### config.mk
export PLATFORM = sky130hd
export DESIGN_NAME = sti_deserializer_flat
export DESIGN_NICKNAME = d
export VERILOG_FILES = /design/src/rtl/sti_deserializer_if.sv /design/src/rtl/sti_deserializer.sv /design/src/flat_wrapper.sv
export SDC_FILE = /design/constraint.sdc
export NUM_CORES = 1
export LEC_CHECK = 0
export ABC_CLOCK_PERIOD_IN_PS = 2880
export BUFFER_PORTS_ARGS = -buffer_cell sky130_fd_sc_hd__buf_2
export CAP_MARGIN = 0
export CORE_UTILIZATION = 55
export CTS_CLUSTER_SIZE = 10
export DETAILED_ROUTE_END_ITERATION = 12
export PLACE_DENSITY = 0.78
export SLEW_MARGIN = 20
export SYNTH_ARGS = -nofsm -noshare
export SYNTH_HDL_FRONTEND = slang
export SYNTH_SLANG_ARGS = --single-unit
### constraint.sdc
create_clock -name clk -period 2.88 [get_ports clk]
set_input_delay 0.576 -clock clk [delete_from_list [all_inputs] [get_ports clk]]
set_output_delay 0.576 -clock clk [all_outputs]
set_load 0.1 [all_outputs]
### src/rtl/sti_deserializer_if.sv
// STI receive-side bundle: serial input, frame configuration and word-sink outputs.
interface sti_deserializer_if #(
    parameter int CNT_W = 8
);
    logic             si_data;
    logic             si_valid;
    logic             si_end;
    logic [1:0]       cfg_length;
    logic             cfg_fill;
    logic             cfg_msb;
    logic             cfg_low;
    logic [15:0]      po_data;
    logic             po_valid;
    logic             po_err;
    logic             po_finish;
    logic [CNT_W-1:0] frame_cnt;

    modport master (
        output si_data, si_valid, si_end, cfg_length, cfg_fill, cfg_msb, cfg_low,
        input  po_data, po_valid, po_err, po_finish, frame_cnt
    );

    modport slave (
        input  si_data, si_valid, si_end, cfg_length, cfg_fill, cfg_msb, cfg_low,
        output po_data, po_valid, po_err, po_finish, frame_cnt
    );
endinterface

### src/rtl/sti_deserializer.sv
// STI link receiver: rebuilds 16-bit words from 8/16/24/32-bit serial frames,
// flags nonzero pad bits and aborted frames.
//
// state | meaning
// IDLE  | waiting for the first valid bit of a frame, or for si_end
// RECV  | collecting frame bits; a gap before bit N aborts the frame
// FIN   | link finished; all traffic ignored until reset
module sti_deserializer #(
    parameter int CNT_W = 8
) (
    input  logic                    clk,
    input  logic                    reset,
    sti_deserializer_if.slave       bus
);
    typedef enum logic [1:0] {
        IDLE = 2'd0,
        RECV = 2'd1,
        FIN  = 2'd2
    } state_t;

    state_t           state_q, state_d;
    logic [4:0]       cnt_q, cnt_d;
    logic [31:0]      frame_q, frame_d;
    logic [1:0]       len_q, len_d;
    logic             fill_q, fill_d;
    logic             msb_q, msb_d;
    logic             low_q, low_d;
    logic [15:0]      po_data_q, po_data_d;
    logic             po_valid_q, po_valid_d;
    logic             po_err_q, po_err_d;
    logic             po_finish_q, po_finish_d;
    logic [CNT_W-1:0] frame_cnt_q, frame_cnt_d;

    logic        start, take, abort, last;
    logic [1:0]  len_e;
    logic        msb_e;
    logic [4:0]  bit_k, nm1, pos;
    logic [31:0] frame_nxt;
    logic [16:0] ext;

    // {pad_error, word} for a completed frame
    function automatic logic [16:0] extract(input logic [1:0] len, input logic fill,
                                            input logic low, input logic [31:0] f);
        logic [16:0] r;
        r = '0;
        unique case (len)
            2'b00: r = low ? {1'b0, f[7:0], 8'h00} : {1'b0, 8'h00, f[7:0]};
            2'b01: r = {1'b0, f[15:0]};
            2'b10: r = fill ? {|f[7:0], f[23:8]}   : {|f[23:16], f[15:0]};
            2'b11: r = fill ? {|f[15:0], f[31:16]} : {|f[31:16], f[15:0]};
            default: r = '0;
        endcase
        return r;
    endfunction

    // The first bit of a frame uses the live configuration; later bits use the latched copy.
    always_comb begin
        start     = (state_q == IDLE) && bus.si_valid;
        take      = (state_q == RECV) && bus.si_valid;
        abort     = (state_q == RECV) && !bus.si_valid;
        len_e     = start ? bus.cfg_length : len_q;
        msb_e     = start ? bus.cfg_msb    : msb_q;
        bit_k     = start ? 5'd0 : cnt_q;
        nm1       = {len_e, 3'b111};
        pos       = msb_e ? (nm1 - bit_k) : bit_k;
        last      = take && (cnt_q == nm1);
        frame_nxt = start ? 32'h0 : frame_q;
        frame_nxt[pos] = bus.si_data;
        ext       = extract(len_q, fill_q, low_q, frame_nxt);
    end

    always_ff @(posedge clk or negedge reset) begin
        if (!reset) state_q <= IDLE;
        else        state_q <= state_d;
    end

    always_comb begin
        state_d = state_q;
        unique case (state_q)
            IDLE: begin
                if (bus.si_valid)    state_d = RECV;
                else if (bus.si_end) state_d = FIN;
            end
            RECV: if (!bus.si_valid || last) state_d = IDLE;
            FIN:  state_d = FIN;
            default: state_d = IDLE;
        endcase
    end

    always_comb begin
        cnt_d       = cnt_q;
        frame_d     = frame_q;
        len_d       = len_q;
        fill_d      = fill_q;
        msb_d       = msb_q;
        low_d       = low_q;
        po_data_d   = po_data_q;
        po_valid_d  = 1'b0;
        po_err_d    = 1'b0;
        po_finish_d = po_finish_q | (state_q == FIN);
        frame_cnt_d = frame_cnt_q;
        if (start) begin
            len_d   = bus.cfg_length;
            fill_d  = bus.cfg_fill;
            msb_d   = bus.cfg_msb;
            low_d   = bus.cfg_low;
            frame_d = frame_nxt;
            cnt_d   = 5'd1;
        end
        if (take) begin
            frame_d = frame_nxt;
            cnt_d   = cnt_q + 5'd1;
        end
        if (last) begin
            cnt_d       = 5'd0;
            po_data_d   = ext[15:0];
            po_valid_d  = 1'b1;
            po_err_d    = ext[16];
            frame_cnt_d = frame_cnt_q + CNT_W'(1);
        end
        if (abort) begin
            cnt_d    = 5'd0;
            po_err_d = 1'b1;
        end
    end

    always_ff @(posedge clk or negedge reset) begin
        if (!reset) begin
            cnt_q       <= '0;
            frame_q     <= '0;
            len_q       <= '0;
            fill_q      <= 1'b0;
            msb_q       <= 1'b0;
            low_q       <= 1'b0;
            po_data_q   <= '0;
            po_valid_q  <= 1'b0;
            po_err_q    <= 1'b0;
            po_finish_q <= 1'b0;
            frame_cnt_q <= '0;
        end else begin
            cnt_q       <= cnt_d;
            frame_q     <= frame_d;
            len_q       <= len_d;
            fill_q      <= fill_d;
            msb_q       <= msb_d;
            low_q       <= low_d;
            po_data_q   <= po_data_d;
            po_valid_q  <= po_valid_d;
            po_err_q    <= po_err_d;
            po_finish_q <= po_finish_d;
            frame_cnt_q <= frame_cnt_d;
        end
    end

    assign bus.po_data   = po_data_q;
    assign bus.po_valid  = po_valid_q;
    assign bus.po_err    = po_err_q;
    assign bus.po_finish = po_finish_q;
    assign bus.frame_cnt = frame_cnt_q;
endmodule
### src/flat_wrapper.sv
// flat-port wrapper written by rule: the top's interface ports become plain ports
module sti_deserializer_flat 
#(
    parameter int CNT_W = 8
)
  (clk, reset, bus_si_data, bus_si_valid, bus_si_end, bus_cfg_length, bus_cfg_fill, bus_cfg_msb, bus_cfg_low, bus_po_data, bus_po_valid, bus_po_err, bus_po_finish, bus_frame_cnt);
  sti_deserializer_if #(.CNT_W(CNT_W)) bus_i ();
  input  logic clk;
  input  logic reset;
  input wire logic [$bits(bus_i.si_data)-1:0] bus_si_data;
  input wire logic [$bits(bus_i.si_valid)-1:0] bus_si_valid;
  input wire logic [$bits(bus_i.si_end)-1:0] bus_si_end;
  input wire logic [$bits(bus_i.cfg_length)-1:0] bus_cfg_length;
  input wire logic [$bits(bus_i.cfg_fill)-1:0] bus_cfg_fill;
  input wire logic [$bits(bus_i.cfg_msb)-1:0] bus_cfg_msb;
  input wire logic [$bits(bus_i.cfg_low)-1:0] bus_cfg_low;
  output wire logic [$bits(bus_i.po_data)-1:0] bus_po_data;
  output wire logic [$bits(bus_i.po_valid)-1:0] bus_po_valid;
  output wire logic [$bits(bus_i.po_err)-1:0] bus_po_err;
  output wire logic [$bits(bus_i.po_finish)-1:0] bus_po_finish;
  output wire logic [$bits(bus_i.frame_cnt)-1:0] bus_frame_cnt;
  assign bus_i.si_data = bus_si_data;
  assign bus_i.si_valid = bus_si_valid;
  assign bus_i.si_end = bus_si_end;
  assign bus_i.cfg_length = bus_cfg_length;
  assign bus_i.cfg_fill = bus_cfg_fill;
  assign bus_i.cfg_msb = bus_cfg_msb;
  assign bus_i.cfg_low = bus_cfg_low;
  assign bus_po_data = bus_i.po_data;
  assign bus_po_valid = bus_i.po_valid;
  assign bus_po_err = bus_i.po_err;
  assign bus_po_finish = bus_i.po_finish;
  assign bus_frame_cnt = bus_i.frame_cnt;
  sti_deserializer #(.CNT_W(CNT_W)) u_core (.clk(clk), .reset(reset), .bus(bus_i));
endmodule
# Word level (Yosys, flattened, before mapping)
# Cells that the tools add are included.
# totals
input_bits,10
out_inout_bits,27
elab_cells,67
regBits,71
# classes
n_addsub,3
muxes,25
n_reduce_logical,16
bitwise_logic,1
eq_ne,8
magnitude_cmp,2
# ops
cell,count
$mux 32,3
$pmux 17 s4,1
$mux 17,2
$bwmux 32,1
$reduce_or 16->1,2
$mux 5,6
$mux 16,1
$reduce_or 8->1,2
$add 8x1->8 const B,1
$mux 2,4
$eq 2x2->1 const B,3
$lt 5x6->1 const B,1
$pmux 2 s3,1
$add 5x1->5 const B,1
$demux 1 s5,1
$eq 5x5->1,1
$ge 5x1->1 const B,1
$logic_and 1x1->1,5
$mux 1,5
$sub 5x5->5,1
$eq 2x1->1 const B,2
$logic_not 2->1,2
$reduce_bool 4->1,1
$ne 3x3->1 const B,1
other kinds (6),6

# Logic depth before layout (Yosys ltp)
# logic_depth
depth_word,15
ltp_mapped,12
ltp_nobuf,10

# Worst setup path before layout
# Ideal clock, no wire load.
# synth_path
path_type,input -> register
from,in bus_si_valid
to,"reg u_core.po_data_q[14], in the netlist u_core.bus.po_data[14]"
setup_ns,0.132
required_time_ns,2.748
cell_stages,11
t_arrival_ns,2.796
setup_slack_ns,-0.048
path_buffers,2
cell_sequence,nor3b_4 > mux2_2 > xor2_1 > nor3_1 > nand3_1 > inv_1 > clkbuf_1 > buf_2 > o21ai_0 > o21ai_0 > o31ai_1
# synth_via
elab_chain_len,11
elab_cells_between_ends,20
cone_classes,add/sub (1); order compare (2); eq/ne (1); mux (12); reduce/logical (4)
# synth_lines
element,line_no,text
"start, declared",flat_wrapper.sv:11,input wire logic [$bits(bus_i.si_valid)-1:0] bus_si_valid;
$logic_and 1x1->1,sti_deserializer.sv:58,start = (state_q == IDLE) && bus.si_valid;
$mux 5 or $mux 2 (tied branches),"sti_deserializer.sv:63, sti_deserializer.sv:61",
$sub 5x5->5,sti_deserializer.sv:65,pos = msb_e ? (nm1 - bit_k) : bit_k;
$mux 5,sti_deserializer.sv:65,
$lt 5x6->1 (implied by the code) or $ge 5x1->1 (tied branches),sti_deserializer.sv:68,frame_nxt[pos] = bus.si_data;
$logic_and 1x1->1 (implied by the code),sti_deserializer.sv:68,
$mux 1 (implied by the code),sti_deserializer.sv:68,
$demux 1 s5,n/a,
$bwmux 32,sti_deserializer.sv:68,
$mux 17 (tied with other cells),sti_deserializer.sv:50,"2'b11: r = fill ? {|f[15:0], f[31:16]} : {|f[31:16], f[15:0]};"
$pmux 17 s4,sti_deserializer.sv:46,unique case (len)
"end signal, assigned",sti_deserializer.sv:147,po_data_q <= po_data_d;
"end, declared",sti_deserializer.sv:28,"logic [15:0] po_data_q, po_data_d;"
# Several ways; a longest one is shown, not always the timed one.
# A chain may end at the register's enable or synchronous reset.

# Worst setup path after layout
# layout_path
from,reg u_core.cnt_q[3]
to,"reg u_core.po_err_q, in the netlist u_core.bus.po_err"
# layout_via
elab_chain_len,13
elab_cells_between_ends,20
cone_classes,add/sub (1); order compare (2); eq/ne (1); mux (10); reduce/logical (6)
# layout_lines
element,line_no,text
"start, declared",sti_deserializer.sv:22,"logic [4:0] cnt_q, cnt_d;"
"start signal, assigned",sti_deserializer.sv:141,cnt_q <= cnt_d;
$mux 5,sti_deserializer.sv:63,bit_k = start ? 5'd0 : cnt_q;
$sub 5x5->5,sti_deserializer.sv:65,
$mux 5,sti_deserializer.sv:65,
$lt 5x6->1 (implied by the code) or $ge 5x1->1 (tied branches),sti_deserializer.sv:68,
$logic_and 1x1->1 (implied by the code),sti_deserializer.sv:68,
$mux 1 (implied by the code),sti_deserializer.sv:68,
$demux 1 s5,n/a,
$bwmux 32,sti_deserializer.sv:68,
$reduce_or 16->1 or $reduce_or 8->1 (tied branches),"sti_deserializer.sv:50, sti_deserializer.sv:49",
$mux 17 (on tied branches),"sti_deserializer.sv:50, sti_deserializer.sv:49",
$pmux 17 s4,sti_deserializer.sv:46,
$mux 1 (*),sti_deserializer.sv:114,if (last) begin
$mux 1 (*),sti_deserializer.sv:121,if (abort) begin
via u_core.po_err_d,sti_deserializer.sv:30,"logic po_err_q, po_err_d;"
"end signal, assigned",sti_deserializer.sv:149,po_err_q <= po_err_d;
"end, declared",sti_deserializer.sv:30,
# The timed path passes the listed nets; every way through them passes the cells marked *.

==> results.ini <==
[status]
outcome=finished, violations left
violations=setup timing

[synthesis]
synthesis.area_mm2=0.00453
synth_xor_area_share_pct=2.87
synth_edf_count=0
syn_inst=547
ys_ff_latch=71
synth_top_family_by_area=compound AO/OA/AOI/OAI gates
synth_area_leaders=dfrtp_1 39%, nand2_1 9.2%, o21ai_0 5.8%
synth_fa_ha_area_share_pct=0.552
ys_types=74
synth.largest_area_cell=dfrtp_1
synth_nets=559
ys.flop_type=dfrtp_1
ys_warn_count=0
synth_top_area_share_pct=39.2
avgSynthCellArea_um2=8.29
synth_compound_area_share_pct=24.9
seq_area_frac_synth_pct=39.2
synth-simple-area-share_pct=24.1
synthMuxAreaShare_pct=4.33
synth-async-reset-ratio_pct=100

[drt]
wl_met2_mm=6.94
drt-pass1-iter-count=6
drc_errors=0
ant_nets=0
num_vias=4813
routed_via_density=6.37
drt-initial-drc-count=448
drt_wl_total_mm=14.7
wl_per_cell_um=19.4
route.met3.wl_mm=1.27
wl_met1_mm=5.96
top_layer_used=met4

[power_and_ir_drop]
power.switching_mw=1.68
intPower_mw=2.48
power_density_mw_per_mm2=720
p_seq_share_pct=30.1
p_comb_share_pct=44.7
peakVddDrop_v=0.000518
sw_frac_of_total_pct=40.5
total_leakage_power_nw=2.61
p_clk_share_pct=25.1

[timing]
fin_crit_sh_pct=102
maxSlewViolCount=0
setup_tns_ns=-0.0521
fmax_mhz=341
min_period_ns=2.93
finalSetupViolations=1
final_hold_viol_count=0
grt_setup_unrepaired=true
finalClockSkew_ns=0.0130
relSlewSlack_pct=39.1
tightest_slew_ns=0.914
setup_ws_ns=-0.0521

[worst_setup_path]
path_buf_inv=2
critical_path.endpoint_type=flop
worstSetupStartpoint=u_core.cnt_q[3]
cp.arrival_ns=3.19
r2r_setup_slack_ns=-0.05
crit_fanout=7
timing.rr.end=u_core.bus.po_err
rr_worst_depth=11
cpPeakStageDelay_ns=0.42
cp_data_required_time_ns=3.13
cp-start-kind=flop
worstSetupPathType=flop to flop
crit_family=simple AND/OR/NAND/NOR gates
r2r-start=u_core.cnt_q[3]
crit_path_top_delay_cell=dfrtp_1
worstPathCellList=buf_6 > buf_4 > nand3b_1 > a21oi_4 > nor2_2 > nor3b_2 > mux2i_1 > nand2_1 > or3b_4 > o31ai_4 > a21oi_1

[grt]
grt_pass1_wl_mm=23.2
grt_pass1_vias=4657
antenna_found_initial=0
grtUsageTotal_pct=35.0
grt_start_max_net_pins=72
overflow=0

[clocking]
cts_tree=yes
clock_latency_ns=0.37
numCtsBuffers=9
clock-sinks=71
cts_buffer_depth=2
clk_pin_slew_ns=0.09
cts-htree-levels=3
root_buffer=clkbuf_8

[layout]
fillers=598
regArea_mm2=0.00178
antenna_cells=0
stdcell_count=755
synthToLayoutAreaGrowth_pct=27.5
layout-drive-gt1-share_pct=30.0
multiInputGateArea_mm2=0.00271
final_nets=660

[place]
dpl.hpwl_mm=10.2
routabilityCongestion=1.05
dp_cells=736
port_buffers=36

[floorplan]
coreArea_mm2=0.00785
die-width_um=92.8
dieArea_mm2=0.00861
initial_core_util_pct=57.8
fp.dieH_um=92.8
io_pins=37
rows=32

[job]
drv_cap=0

[worst_hold_path]
hold_path.class=input pin to async pin

what timing repair did:
action,CTS,global route
setup buffers,0,3
endpoints found under the setup margin,4,10
hold buffers,0,0
pin swaps,0,12
endpoints found under the hold margin,0,0
gates resized for setup,5,25
cells in the mapped netlist, drive strengths merged, types with 4 or more instances:
cell,instances
a21boi,6
a21oi,29
a221oi,9
a31oi,16
and2,5
and3,6
buf,13
clkbuf,26
dfrtp,71
inv,4
mux2,5
mux2i,14
nand2,112
nand2b,5
nand3,16
nand4,6
nor2,37
nor2b,4
nor3,10
nor3b,4
o211ai,5
o21ai,56
o22ai,16
o31ai,8
xnor2,9
xor2,5
power by group through the flow:
stage / combinational [mW] / sequential, mW / clock [mW]
2_1_floorplan: 0.997 / 1.28 / 0
3_3_place_gp: 1.67 / 1.25 / 0
3_5_place_dp: 1.71 / 1.26 / 0
4_1_cts: 1.74 / 1.24 / 1.04
5_1_grt: 1.99 / 1.27 / 1.08
6_report: 1.86 / 1.25 / 1.05
sequential cells by signal, summed over array words and instances (netlist names):
register              cells
u_core.low_q              1
u_core.bus.po_err         1
u_core.fill_q             1
u_core.len_q              2
u_core.state_q            2
u_core.bus.po_data       16
u_core.bus.po_valid       1
u_core.cnt_q              5
u_core.frame_q           32
u_core.bus.po_finish      1
u_core.msb_q              1
u_core.bus.frame_cnt      8
worst max-delay path by stage:
stage | cells after the start | to | slack (ns)
global placement | 11 | u_core.bus.po_err | -0.13
floorplan | 9 | u_core.bus.po_err | 0.02
global route | 10 | u_core.bus.po_err | -0.14
CTS | 11 | u_core.bus.po_err | 0.001
finish | 11 | u_core.bus.po_err | -0.05
detailed placement | 9 | u_core.bus.po_err | -0.18
layout make-up:
type,count,share of cell area [%]
inverters,5,0.325
clock inverters,7,2.21
flip-flops and latches,71,30.8
well taps,102,2.21
multi-input cells,432,46.8
repair buffers,129,15.5
clock buffers,9,2.14
metal layers:
layer / global-route usage (%) / vias up
met4: 14.2 / 0
met5: 0 / -
met1: 45.5 / 2312
met3: 6.57 / 52
li1: - / 2183
met2: 57.4 / 266
stage by stage:
step           power, mW  utilization, %  hold slack [ns]  cell area, um2  setup slack, ns
4_1_cts             4.02            71.9            0.390            5640          0.00140
5_1_grt             4.34            73.7            0.409            5780           -0.141
3_3_place_gp        2.93            68.4            0.435            5370           -0.135
3_5_place_dp        2.97            68.4            0.456            5370           -0.185
2_1_floorplan       2.28               -            0.280            4540           0.0158
6_report            4.16            73.7            0.336            5780          -0.0521
cells by family (layout without fill, tap and decap cells):
group,after synthesis,in the layout
compound gates,170,170
xor+xnor,14,14
fa+ha+maj,2,2
buf+inv,44,150
flops,71,71
mux,19,19
simple gates,227,227
cell usage in the layout (no fill, tap or decap), types with 9 or more instances in the layout:
master	synthesis	routed
dfrtp_1	71	68
o22ai_1	16	16
nand3_1	16	15
nor3_1	10	9
o21ai_0	53	52
nand2_1	111	110
mux2i_1	14	14
nor2_1	37	36
clkbuf_8	0	9
a31oi_1	15	14
buf_2	11	35
buf_4	1	90
a21oi_1	25	24
(Power assumes the default switching activity.)
